## config.mk

```make
export PLATFORM = sky130hd
export DESIGN_NAME = cpu_mem_loader
export DESIGN_NICKNAME = d
export VERILOG_FILES = /design/src/rtl/cpu_mem_loader.sv
export SDC_FILE = /design/constraint.sdc
export NUM_CORES = 1
export LEC_CHECK = 0
export ABC_AREA = 1
export CORE_ASPECT_RATIO = 1.1
export CORE_UTILIZATION = 35
export DETAILED_ROUTE_END_ITERATION = 12
export DONT_BUFFER_PORTS = 1
export GPL_TIMING_DRIVEN = 0
export HOLD_SLACK_MARGIN = 0.02
export SLEW_MARGIN = 15
export SYNTH_ARGS = -nofsm -noshare
export SYNTH_HDL_FRONTEND = slang
export SYNTH_SLANG_ARGS = --single-unit
```

## constraint.sdc

```tcl
create_clock -name clk -period 5.2 [get_ports clk]
set_clock_uncertainty 0.1 [all_clocks]
set_input_delay 0.78 -clock clk [delete_from_list [all_inputs] [get_ports clk]]
set_output_delay 0.78 -clock clk [all_outputs]
set_load 0.1 [all_outputs]
```

## src/rtl/cpu_mem_loader.sv

```systemverilog
// rtl/cpu_mem_loader.sv - host-side loader: stream program/data into cpu memories, run, dump data window
module cpu_mem_loader #(
  parameter int DATA_W = 32,
  parameter int LEN_W  = 11,
  parameter int RUN_W  = 16
) (
  input  logic              clk,
  input  logic              arst_n,
  input  logic              start,
  input  logic [LEN_W-1:0]  imem_len,
  input  logic [LEN_W-1:0]  dmem_len,
  input  logic [RUN_W-1:0]  run_cycles,
  input  logic [LEN_W-1:0]  dump_len,
  input  logic              s_valid,
  output logic              s_ready,
  input  logic [DATA_W-1:0] s_data,
  output logic              m_valid,
  input  logic              m_ready,
  output logic [DATA_W-1:0] m_data,
  output logic              cpu_enable,
  output logic [31:0]       addr_ext,
  output logic              wen_ext,
  output logic              ren_ext,
  output logic [DATA_W-1:0] wdata_ext,
  input  logic [DATA_W-1:0] rdata_ext,
  output logic [31:0]       addr_ext_2,
  output logic              wen_ext_2,
  output logic              ren_ext_2,
  output logic [DATA_W-1:0] wdata_ext_2,
  input  logic [DATA_W-1:0] rdata_ext_2,
  output logic              busy,
  output logic              done
);

  typedef enum logic [2:0] {
    S_IDLE, S_LOAD_I, S_LOAD_D, S_RUN, S_DUMP_RD, S_DUMP_OUT, S_DONE
  } state_t;

  state_t              state_q, state_d;
  logic [LEN_W:0]      k_q, k_d, k_inc;
  logic [RUN_W:0]      run_cnt_q, run_cnt_d;
  logic [LEN_W-1:0]    imem_len_q, imem_len_d, dmem_len_q, dmem_len_d, dump_len_q, dump_len_d;
  logic [RUN_W-1:0]    run_len_q, run_len_d;
  logic                wen_q, wen_d, wen2_q, wen2_d, ren2_q, ren2_d;
  logic                cpu_en_q, cpu_en_d, m_valid_q, m_valid_d, busy_q, busy_d, done_q, done_d;
  logic [31:0]         addr_q, addr_d, addr2_q, addr2_d;
  logic [DATA_W-1:0]   wdata_q, wdata_d, wdata2_q, wdata2_d, m_data_q, m_data_d;
  logic                take_start, hs_in;
  logic [LEN_W-1:0]    dmem_cfg, dump_cfg;
  logic [RUN_W-1:0]    run_cfg;
  state_t              after_i, after_d, after_r;
  logic                unused_rdata;

  assign unused_rdata = ^rdata_ext;
  assign s_ready      = (state_q == S_LOAD_I) || (state_q == S_LOAD_D);
  assign hs_in        = s_valid & s_ready;
  assign k_inc        = k_q + 1'b1;
  assign take_start   = start && ((state_q == S_IDLE) || (state_q == S_DONE));

  // On start the fresh inputs pick the first phase; afterwards the latched copies do.
  assign dmem_cfg = take_start ? dmem_len   : dmem_len_q;
  assign run_cfg  = take_start ? run_cycles : run_len_q;
  assign dump_cfg = take_start ? dump_len   : dump_len_q;
  assign after_r  = (dump_cfg != '0) ? S_DUMP_RD : S_DONE;
  assign after_d  = (run_cfg  != '0) ? S_RUN     : after_r;
  assign after_i  = (dmem_cfg != '0) ? S_LOAD_D  : after_d;

  always_comb begin
    state_d    = state_q;
    k_d        = k_q;
    run_cnt_d  = run_cnt_q;
    imem_len_d = imem_len_q;
    dmem_len_d = dmem_len_q;
    run_len_d  = run_len_q;
    dump_len_d = dump_len_q;
    wen_d      = 1'b0;
    wen2_d     = 1'b0;
    ren2_d     = 1'b0;
    cpu_en_d   = 1'b0;
    addr_d     = addr_q;
    addr2_d    = addr2_q;
    wdata_d    = wdata_q;
    wdata2_d   = wdata2_q;
    m_valid_d  = m_valid_q;
    m_data_d   = m_data_q;
    case (state_q)
      S_IDLE, S_DONE: begin
        if (take_start) begin
          imem_len_d = imem_len;
          dmem_len_d = dmem_len;
          run_len_d  = run_cycles;
          dump_len_d = dump_len;
          k_d        = '0;
          run_cnt_d  = '0;
          state_d    = (imem_len != '0) ? S_LOAD_I : after_i;
        end
      end
      S_LOAD_I: begin
        if (hs_in) begin
          wen_d   = 1'b1;
          addr_d  = {{(32-LEN_W-3){1'b0}}, k_q, 2'b00};
          wdata_d = s_data;
          if (k_inc == {1'b0, imem_len_q}) begin
            k_d     = '0;
            state_d = after_i;
          end else begin
            k_d = k_inc;
          end
        end
      end
      S_LOAD_D: begin
        if (hs_in) begin
          wen2_d   = 1'b1;
          addr2_d  = {{(32-LEN_W-3){1'b0}}, k_q, 2'b00};
          wdata2_d = s_data;
          if (k_inc == {1'b0, dmem_len_q}) begin
            k_d     = '0;
            state_d = after_d;
          end else begin
            k_d = k_inc;
          end
        end
      end
      S_RUN: begin
        // cpu_enable is registered, so it trails RUN entry by one cycle and clears the last write
        if (run_cnt_q < {1'b0, run_len_q}) begin
          cpu_en_d  = 1'b1;
          run_cnt_d = run_cnt_q + 1'b1;
        end else begin
          run_cnt_d = '0;
          state_d   = after_r;
        end
      end
      S_DUMP_RD: begin
        state_d = S_DUMP_OUT;
      end
      S_DUMP_OUT: begin
        if (!m_valid_q) begin
          m_valid_d = 1'b1;
          m_data_d  = rdata_ext_2;
        end else if (m_ready) begin
          m_valid_d = 1'b0;
          if (k_inc < {1'b0, dump_len_q}) begin
            k_d     = k_inc;
            state_d = S_DUMP_RD;
          end else begin
            k_d     = '0;
            state_d = S_DONE;
          end
        end
      end
      default: state_d = S_IDLE;
    endcase
    if (state_d == S_DUMP_RD) begin
      ren2_d  = 1'b1;
      addr2_d = {{(32-LEN_W-3){1'b0}}, k_d, 2'b00};
    end
    busy_d = (state_d != S_IDLE) && (state_d != S_DONE);
    done_d = (state_d == S_DONE);
  end

  always_ff @(posedge clk or negedge arst_n) begin
    if (!arst_n) begin
      state_q    <= S_IDLE;
      k_q        <= '0;
      run_cnt_q  <= '0;
      imem_len_q <= '0;
      dmem_len_q <= '0;
      run_len_q  <= '0;
      dump_len_q <= '0;
      wen_q      <= 1'b0;
      wen2_q     <= 1'b0;
      ren2_q     <= 1'b0;
      cpu_en_q   <= 1'b0;
      m_valid_q  <= 1'b0;
      busy_q     <= 1'b0;
      done_q     <= 1'b0;
      addr_q     <= '0;
      addr2_q    <= '0;
      wdata_q    <= '0;
      wdata2_q   <= '0;
      m_data_q   <= '0;
    end else begin
      state_q    <= state_d;
      k_q        <= k_d;
      run_cnt_q  <= run_cnt_d;
      imem_len_q <= imem_len_d;
      dmem_len_q <= dmem_len_d;
      run_len_q  <= run_len_d;
      dump_len_q <= dump_len_d;
      wen_q      <= wen_d;
      wen2_q     <= wen2_d;
      ren2_q     <= ren2_d;
      cpu_en_q   <= cpu_en_d;
      m_valid_q  <= m_valid_d;
      busy_q     <= busy_d;
      done_q     <= done_d;
      addr_q     <= addr_d;
      addr2_q    <= addr2_d;
      wdata_q    <= wdata_d;
      wdata2_q   <= wdata2_d;
      m_data_q   <= m_data_d;
    end
  end

  assign wen_ext     = wen_q;
  assign ren_ext     = 1'b0;
  assign addr_ext    = addr_q;
  assign wdata_ext   = wdata_q;
  assign wen_ext_2   = wen2_q;
  assign ren_ext_2   = ren2_q;
  assign addr_ext_2  = addr2_q;
  assign wdata_ext_2 = wdata2_q;
  assign cpu_enable  = cpu_en_q;
  assign m_valid     = m_valid_q;
  assign m_data      = m_data_q;
  assign busy        = busy_q;
  assign done        = done_q;

endmodule

```

# Word level (Yosys, flattened, before mapping)

Cells that the tools add are included.

Bitwise operators: 2
Multipliers: 0
Reductions and logical operators: 20
Add/subtract/negate cells: 2
Muxes and demuxes: 40
Equal/unequal tests: 12
Divide/modulo/power cells: 0
Order comparisons: 2
Shift-type cells: 0

Operator list:

| kind                    | number |
|---|---|
| $mux W12                | 8 |
| $mux W32                | 3 |
| $pmux W12 S4            | 1 |
| $mux W17                | 2 |
| $pmux W17 S2            | 1 |
| $mux W3                 | 11 |
| $reduce_bool A11 Y1     | 3 |
| $eq A12 B11 Y1          | 2 |
| $mux W11                | 2 |
| $pmux W3 S6             | 1 |
| $add A17 B1 Y17 const B | 1 |
| $lt A17 B16 Y1          | 1 |
| $mux W16                | 1 |
| $reduce_bool A16 Y1     | 1 |
| $eq A3 B3 Y1 const B    | 5 |
| $add A12 B1 Y12 const B | 1 |
| $lt A12 B11 Y1          | 1 |
| $reduce_and A2 Y1       | 6 |
| $mux W1                 | 8 |
| $eq A3 B2 Y1 const B    | 2 |
| $reduce_bool A2 Y1      | 3 |
| $mux W2                 | 2 |
| $eq A3 B1 Y1 const B    | 1 |
| $logic_not A3 Y1        | 1 |
| other kinds (8)         | 10 |

Memory bits (writable): 0
ROM bits: 0
Latch bits: 0
Memories: 0
Register bits after elaboration: 228
Logic and storage cells: 97

# Logic depth before layout (Yosys ltp)

Gate-level depths: netlist of the first run.

Word-level depth: 14
Mapped depth: 24

# Least setup slack after synthesis of the first run

Ideal clock, no wire load.

Path type: register to register
Start point: register state_q[1]
End point: register addr2_q[10] (netlist: addr_ext_2[10])
Arrival: 2.733 ns
Setup slack: 2.238 ns
Stages on the path, launching flop included: 16
Path through: dfrtp_1 > nor2_1 > inv_1 > nor2_1 > inv_1 > nand2_1 > nand2_1 > clkinv_1 > nand4_1 > o21bai_1 > nor2_1 > nor2_2 > nand3_4 > buf_6 > nand3_1 > nand3_1

Elaborated cells on any way between the ends: 40
Classes of those cells: eq/ne (7); mux (21); bitwise (1); reduce/logical (11)

RTL lines:

| item                                                | RTL line | text |
|---|---|---|
| start, declared                                     | 39       | `state_t state_q, state_d;` |
| start signal, assigned                              | 184      | `state_q <= state_d;` |
| $eq A3 B1 Y1 / $eq A3 B2 Y1 (equally long branches) | 55       | `assign s_ready = (state_q == S_LOAD_I) \|\| (state_q == S_LOAD_D);` |
| $logic_or A1 B1 Y1 *                                | 55       |  |
| named net s_ready                                   | 15       | `output logic s_ready,` |
| $and A1 B1 Y1 *                                     | 56       | `assign hs_in = s_valid & s_ready;` |
| $mux W3, on equally long branches                   | 112, 99  |  |
| $pmux W3 S6                                         | 86       | `case (state_q)` |
| $eq A3 B3 Y1                                        | 154      | `if (state_d == S_DUMP_RD) begin` |
| $reduce_bool A2 Y1 (no line)                        | n/a      |  |
| $reduce_and A2 Y1 (no line)                         | n/a      |  |
| end signal, assigned                                | 199      | `addr2_q <= addr2_d;` |
| end, declared                                       | 46       | `logic [31:0] addr_q, addr_d, addr2_q, addr2_d;` |

The timed path passes the listed nets; every way through them passes the cells marked *.
A chain may end at the register's enable or synchronous reset.

# Worst setup path in the final report of the first run

Start point: register k_q[0]
End point: register busy_q (netlist: busy)

Cells in the longest elaborated chain, start to end: 8
Elaborated cells on any way between the ends: 15
Classes of those cells: add/sub (1); order compare (1); eq/ne (3); mux (8); reduce/logical (2)

Ends and longest elaborated chain:

| item                                                      | RTL line | text |
|---|---|---|
| start, declared                                           | 40       | `logic [LEN_W:0] k_q, k_d, k_inc;` |
| start signal, assigned                                    | 185      | `k_q <= k_d;` |
| $add A12 B1 Y12 *                                         | 57       | `assign k_inc = k_q + 1'b1;` |
| $lt A12 B11 Y1                                            | 143      | `if (k_inc < {1'b0, dump_len_q}) begin` |
| $mux W2                                                   | 143      |  |
| $mux W3                                                   | 141      | `end else if (m_ready) begin` |
| $mux W3                                                   | 138      | `if (!m_valid_q) begin` |
| $pmux W3 S6 *                                             | 86       |  |
| $ne A3 B3 Y1 / $reduce_bool A3 Y1 (equally long branches) | 158      | `busy_d = (state_d != S_IDLE) && (state_d != S_DONE);` |
| $logic_and A1 B1 Y1 *                                     | 158      |  |
| named net busy_d                                          | 45       | `logic cpu_en_q, cpu_en_d, m_valid_q, m_valid_d, busy_q, busy_d, done_q, done_d;` |
| end signal, assigned                                      | 196      | `busy_q <= busy_d;` |
| end, declared                                             | 45       |  |

Marks and branches as above.

==> impl_metrics.env, run 1 <==
export IMPL_die_area_sq_mm=0.0309
export IMPL_worst_pin_slew_ns=1.02
export IMPL_initial_core_util=0.356
export IMPL_die_h_microns=184
export IMPL_place_congestion=0.876
export IMPL_cts_made_buffers=24
export IMPL_synth_cell_types=43
export IMPL_num_antenna_cells=0
export IMPL_min_path_type="in -> async"
export IMPL_wl_per_cell_microns=16.2
export IMPL_rows=66
export IMPL_hold_viol=208
export IMPL_cp_max_fo=10
export IMPL_violations="negative hold slack"
export IMPL_area_growth_synth_to_final_pct=13.8
export IMPL_grt_first_pass_wirelength_microns=44500
export IMPL_ys_ff_latch=208
export IMPL_relSlewSlack=0.323
export IMPL_syn_inst=1296
export IMPL_drive_above_1_share=0.109
export IMPL_netlist_area_sq_mm=0.0106
export IMPL_core_area_sq_mm=0.0296
export IMPL_cts_root_buf="clkbuf_16"
export IMPL_rsz0062_at_grt="false"
export IMPL_fillers=2986
export IMPL_cts_tree="done"
export IMPL_max_freq_ghz=0.268
export IMPL_mostFrequentLayoutCell="nand2_1"
export IMPL_fin_nets=1539
export IMPL_drt_first_pass_iters=5
export IMPL_cts_max_level=1
export IMPL_synth_seq_area_share=0.493
export IMPL_status="finished, violations left"
export IMPL_crit_arrival_ns=4.02
export IMPL_clk_pin_slew_worst_paths_ns=0.06
export IMPL_pin_count=319
export IMPL_dpl_hpwl_microns=21900
export IMPL_antenna_found_initial=0
export IMPL_cp_start_kind="register"
export IMPL_setup_viol=0
export IMPL_whs_ns=-0.141
export IMPL_place_area_sq_mm=0.0112
export IMPL_maxCapViolCount=0
export IMPL_setup_slack_ns=1.47
export IMPL_vias=8456
export IMPL_vias_per_cell=4.82
export IMPL_finalInstanceArea_sq_mm=0.0120
export IMPL_grt_pass1_vias=8056
export IMPL_crit_type="reg -> reg"
export IMPL_final_cell_mix="nand2_1, dfrtp_1, inv_1, o21ai_0, nand3_1"
export IMPL_period_share=0.718
export IMPL_cp_required_ns=5.49
export IMPL_clockBufferDepth=3
export IMPL_drc_errors=0
export IMPL_report_final_slew_viol_count=0
export IMPL_ys_async_sr_fraction=1.00
export IMPL_cts_resized=0
export IMPL_avgSynthCellArea_sq_um=8.15
export IMPL_yosysWarnings=0
export IMPL_ant_nets=0
export IMPL_gr_total_overflow=0
export IMPL_port_buffers=0
export IMPL_initialDrtViolationCount=526
export IMPL_grtUsageTotal=0.183
export IMPL_clkSinkCount=208
export IMPL_die_x_microns=168
export IMPL_ys_flop_type="dfrtp_1"
export IMPL_synth_edf_count=0
export IMPL_post_place_ws_ns=1.42
export IMPL_drt_wl_total_microns=28400
export IMPL_finalCriticalPeriod_ns=3.73
export IMPL_grt_max_degree=209
export IMPL_end_kind="register"
export IMPL_cts_setup_buffers=0
export IMPL_insertion_delay_ns=0.52
export IMPL_setup_tns_final_ns=0
[sequential cells by signal (all words and copies together), names as in the netlist, 3 cells and up]
signal       flops
state_q          3
run_cnt_q       17
wdata_ext       32
addr_ext_2      12
imem_len_q      11
addr_ext        12
k_q             12
dmem_len_q      11
run_len_q       16
m_data          32
dump_len_q      11
wdata_ext_2     32
[synth_stat cells, types with 3 or more instances]
master | number | area (sq um)
clkbuf_1 | 23 | 86.3
buf_6 | 4 | 45.0
o211ai_1 | 3 | 22.5
clkinv_1 | 4 | 15.0
dfrtp_1 | 208 | 5200
buf_4 | 43 | 323
o21ai_0 | 119 | 596
inv_1 | 168 | 631
a21oi_1 | 22 | 110
inv_2 | 4 | 15.0
ha_1 | 27 | 338
nor2_4 | 4 | 45.0
nor2_2 | 3 | 18.8
buf_1 | 3 | 11.3
nand2_1 | 343 | 1290
xor2_1 | 5 | 43.8
nor3_1 | 13 | 65.1
nor2_1 | 95 | 357
nand2_2 | 5 | 31.3
o22ai_1 | 3 | 18.8
nand3b_1 | 5 | 37.5
nand3_1 | 101 | 505
nand4_1 | 29 | 181
nor4_1 | 3 | 18.8
buf_2 | 8 | 40.0
mux2_2 | 32 | 360
[critical path, cell delays in order, from the launching register on]
cell and delay, ns:
dfrtp_1 0.36, clkbuf_2 0.24, inv_1 0.27, nor2_4 0.29, nand2_1 0.10, nand2_1 0.10, nand2_1 0.15, ha_1 0.35
inv_1 0.05, nor3_1 0.15, nand2_1 0.08, o211ai_1 0.10, nand3_1 0.09, nand2_1 0.10, nand2_1 0.22, nand2_1 0.16
nand2_1 0.06, nand2_1 0.10, nor2_4 0.06, nor3_1 0.37, nor2_1 0.09
[final cells by class]
class,count,area (sq um),area share
Inverter,176,661,0.0549
Multi-Input combinational cell,870,4340,0.361
Tap cell,374,468,0.0389
Sequential cell,208,5200,0.433
Clock inverter,10,133,0.0110
Buffer,82,510,0.0424
Clock buffer,34,709,0.0590
[final timing paths]
kind	start	endpoint	slack, ns	cells past startpoint
max reg2reg	k_q[0]$_DFF_PN0_	busy$_DFF_PN0_	1.47	20
max	k_q[0]$_DFF_PN0_	busy$_DFF_PN0_	1.47	20
min in group clk	imem_len[2]	imem_len_q[2]$_DFFE_PN0P_	0.28	2
min	arst_n	wdata_ext[8]$_DFFE_PN0P_	-0.14	0
min reg2reg	run_len_q[12]$_DFFE_PN0N_	run_len_q[12]$_DFFE_PN0N_	0.40	2
max in group asynchronous	arst_n	run_cnt_q[6]$_DFFE_PN0P_	4.92	0
[cells by family (layout without fill, tap and decap cells)]
family | count (synthesis) | count (layout) | share of synthesized area
buffers and inverters | 258 | 302 | 0.111
flip-flops | 208 | 208 | 0.493
multiplexers | 32 | 32 | 0.0341
AO/OA/AOI/OAI | 155 | 155 | 0.0764
other | 1 | 41 | 0.000355
adder cells (fa/ha/maj) | 27 | 27 | 0.0320
XOR/XNOR | 6 | 6 | 0.00497
AND/OR/NAND/NOR | 609 | 609 | 0.249
[routing by layer]
layer | up-vias | share of wire | GRT usage
met5 | - | 0 | 0
met4 | 0 | 0.023 | 0.0536
met3 | 35 | 0.080 | 0.0481
met2 | 298 | 0.46 | 0.304
met1 | 3918 | 0.43 | 0.232
li1 | 4205 | - | -
[metrics by stage]
stage	hold WS (ns)	cells	utilization
final	-0.141	1754	0.406
after global routing	-0.165	1754	0.406
after CTS	-0.164	1754	0.406
after detailed placement	0.385	1710	0.377
after global placement	0.380	1710	0.377
after floorplan	0.362	1336	-
Power of run 1 is not shown: default switching activity piles up to over one toggle a cycle in this logic, so the estimate is an artifact.
==> run 2, diff against run 1 <==
Clock period 5.2 ns to 3.2 ns, I/O delays scaled along.
==> impl_metrics.env, run 2 (same netlist as run 1, synthesis figures left out) <==
export IMPL_status="finished, violations left"
export IMPL_violations="negative hold slack"
export IMPL_clkSinkCount=208
export IMPL_wl_per_cell_microns=16.0
export IMPL_cts_made_buffers=24
export IMPL_die_area_sq_mm=0.0309
export IMPL_initialDrtViolationCount=526
export IMPL_highest_layer="met4"
export IMPL_whs_ns=-0.437
export IMPL_hold_viol=208
export IMPL_initial_core_util=0.356
export IMPL_antenna_found_initial=0
export IMPL_fillers=2905
export IMPL_port_buffers=0
export IMPL_report_final_slew_viol_count=0
export IMPL_grt_first_pass_wirelength_microns=46200
export IMPL_post_place_ws_ns=-0.578
export IMPL_drt_wl_total_microns=29600
export IMPL_grtUsageTotal=0.189
export IMPL_grt_pass1_vias=8489
export IMPL_worst_pin_slew_ns=1.02
export IMPL_clockBufferDepth=3
export IMPL_area_growth_synth_to_final_pct=24.1
export IMPL_dpl_cell_count=1710
export IMPL_cp_start_kind="register"
export IMPL_end_kind="register"
export IMPL_cts_root_buf="clkbuf_16"
export IMPL_final_cell_mix="nand2_1, dfrtp_1, inv_1, o21ai_0, nand3_1"
export IMPL_core_area_sq_mm=0.0296
export IMPL_num_antenna_cells=0
export IMPL_place_congestion=0.876
export IMPL_wl_met1_microns=12600
export IMPL_vias_per_cell=4.77
export IMPL_setup_tns_final_ns=0
export IMPL_max_freq_ghz=0.331
export IMPL_gr_total_overflow=0
export IMPL_fin_nets=1631
export IMPL_grt_max_degree=209
export IMPL_rsz0062_at_grt="true"
export IMPL_rows=66
export IMPL_vias=8806
export IMPL_ant_nets=0
export IMPL_setup_slack_ns=0.175
export IMPL_maxCapViolCount=0
export IMPL_clk_pin_slew_worst_paths_ns=0.06
export IMPL_cp_required_ns=3.49
export IMPL_period_share=0.945
export IMPL_setup_viol=0
export IMPL_mostFrequentLayoutCell="nand2_1"
export IMPL_min_path_type="in -> async"
export IMPL_drt_first_pass_iters=5
export IMPL_drc_errors=0
export IMPL_insertion_delay_ns=0.51
export IMPL_pin_count=319
export IMPL_cts_tree="done"
export IMPL_crit_type="reg -> reg"
export IMPL_relSlewSlack=0.322
export IMPL_dpl_hpwl_microns=21900
export IMPL_fin_cells=1846
export IMPL_die_x_microns=168
export IMPL_cts_max_level=1
export IMPL_finalCriticalPeriod_ns=3.03
export IMPL_crit_arrival_ns=3.31
export IMPL_dr_wl_met2_microns=14000
export IMPL_met3_length_microns=2340
export IMPL_cp_max_fo=7
export IMPL_drive_above_1_share=0.141
export IMPL_die_h_microns=184
export IMPL_cts_hold_buf=73
[run 2: cell types whose count changed in the layout (fill, tap and decap cells not counted), moves of 3 or more]
cell           delta
buf_4            +18
clkinvlp_4        +3
dlygate4sd3_1    +73
ha_1              -4
ha_4              +4
nand2_1          -16
nand2_2          +11
nand2_4           +3
nand3_1           -3
nand3_2           +3
nor2_1            -4
nor2_2            +3
[run 2: worst paths after layout]
path	to	cells after the start	from	slack, ns
max in group asynchronous	wdata_ext[27]$_DFFE_PN0P_	0	arst_n	3.23
min	m_data[2]$_DFFE_PN0P_	0	arst_n	-0.44
min reg2reg	run_len_q[12]$_DFFE_PN0N_	2	run_len_q[12]$_DFFE_PN0N_	0.40
max reg2reg	addr_ext_2[12]$_DFFE_PN0P_	21	k_q[0]$_DFF_PN0_	0.17
min in group clk	run_len_q[11]$_DFFE_PN0N_	2	run_cycles[11]	0.04
max	addr_ext_2[12]$_DFFE_PN0P_	21	k_q[0]$_DFF_PN0_	0.17
[run 2: repair_timing]
action / CTS / global route
pin swaps: 1 / 13
gates resized for setup: 16 / 37
hold endpoints to repair: 291 / 208
gates cloned: 0 / 1
setup endpoints to repair: 23 / 19
buffers inserted: 5 / 13
[run 2: metal layers]
layer,vias up,GRT usage
li1,4387,-
met1,4057,0.240
met2,321,0.319
met3,41,0.0438
met4,0,0.0572
met5,-,0
[run 2: worst max-delay path, stage by stage, from the launching register on]
cell and delay, ns:
dfrtp_2 0.41, buf_8 0.14, clkinvlp_4 0.12, nor2_4 0.20, nand3_2 0.14, nand2_4 0.11
ha_1 0.24, nand2_1 0.10, nor3_2 0.04, nand2_1 0.07, o211ai_1 0.10, nand3_1 0.11
nand2_2 0.09, nand2_4 0.08, nand2_1 0.07, nand2_1 0.08, nand2_2 0.07, nor2_4 0.15
nand3_4 0.15, buf_4 0.19, nand3_1 0.07, nand3_1 0.08
[run 2: final cells by class]
class | instances | area, sq um | area share
clock buffer | 34 | 709 | 0.0541
multi-input combinational | 870 | 4520 | 0.345
inverter | 176 | 672 | 0.0512
sequential | 208 | 5210 | 0.397
timing repair buffer | 92 | 873 | 0.0666
clock inverter | 10 | 133 | 0.0101
tap | 374 | 468 | 0.0357
buffer | 82 | 529 | 0.0404
[run 2: through the flow]
step	util	cell area (sq um)
floorplan	-	10700
global placement	0.377	11200
detailed placement	0.377	11200
CTS	0.433	12900
global route	0.442	13100
finish	0.442	13100
Power of run 2 is left out for the same reason.
==> run 3, diff against run 2 <==
Settings changed: CTS_CLUSTER_DIAMETER from default to 200.
==> results of run 3 <==
The final DEF is identical to that of run 2; final timing and power are the same.
Power of run 3 is left out for the same reason.
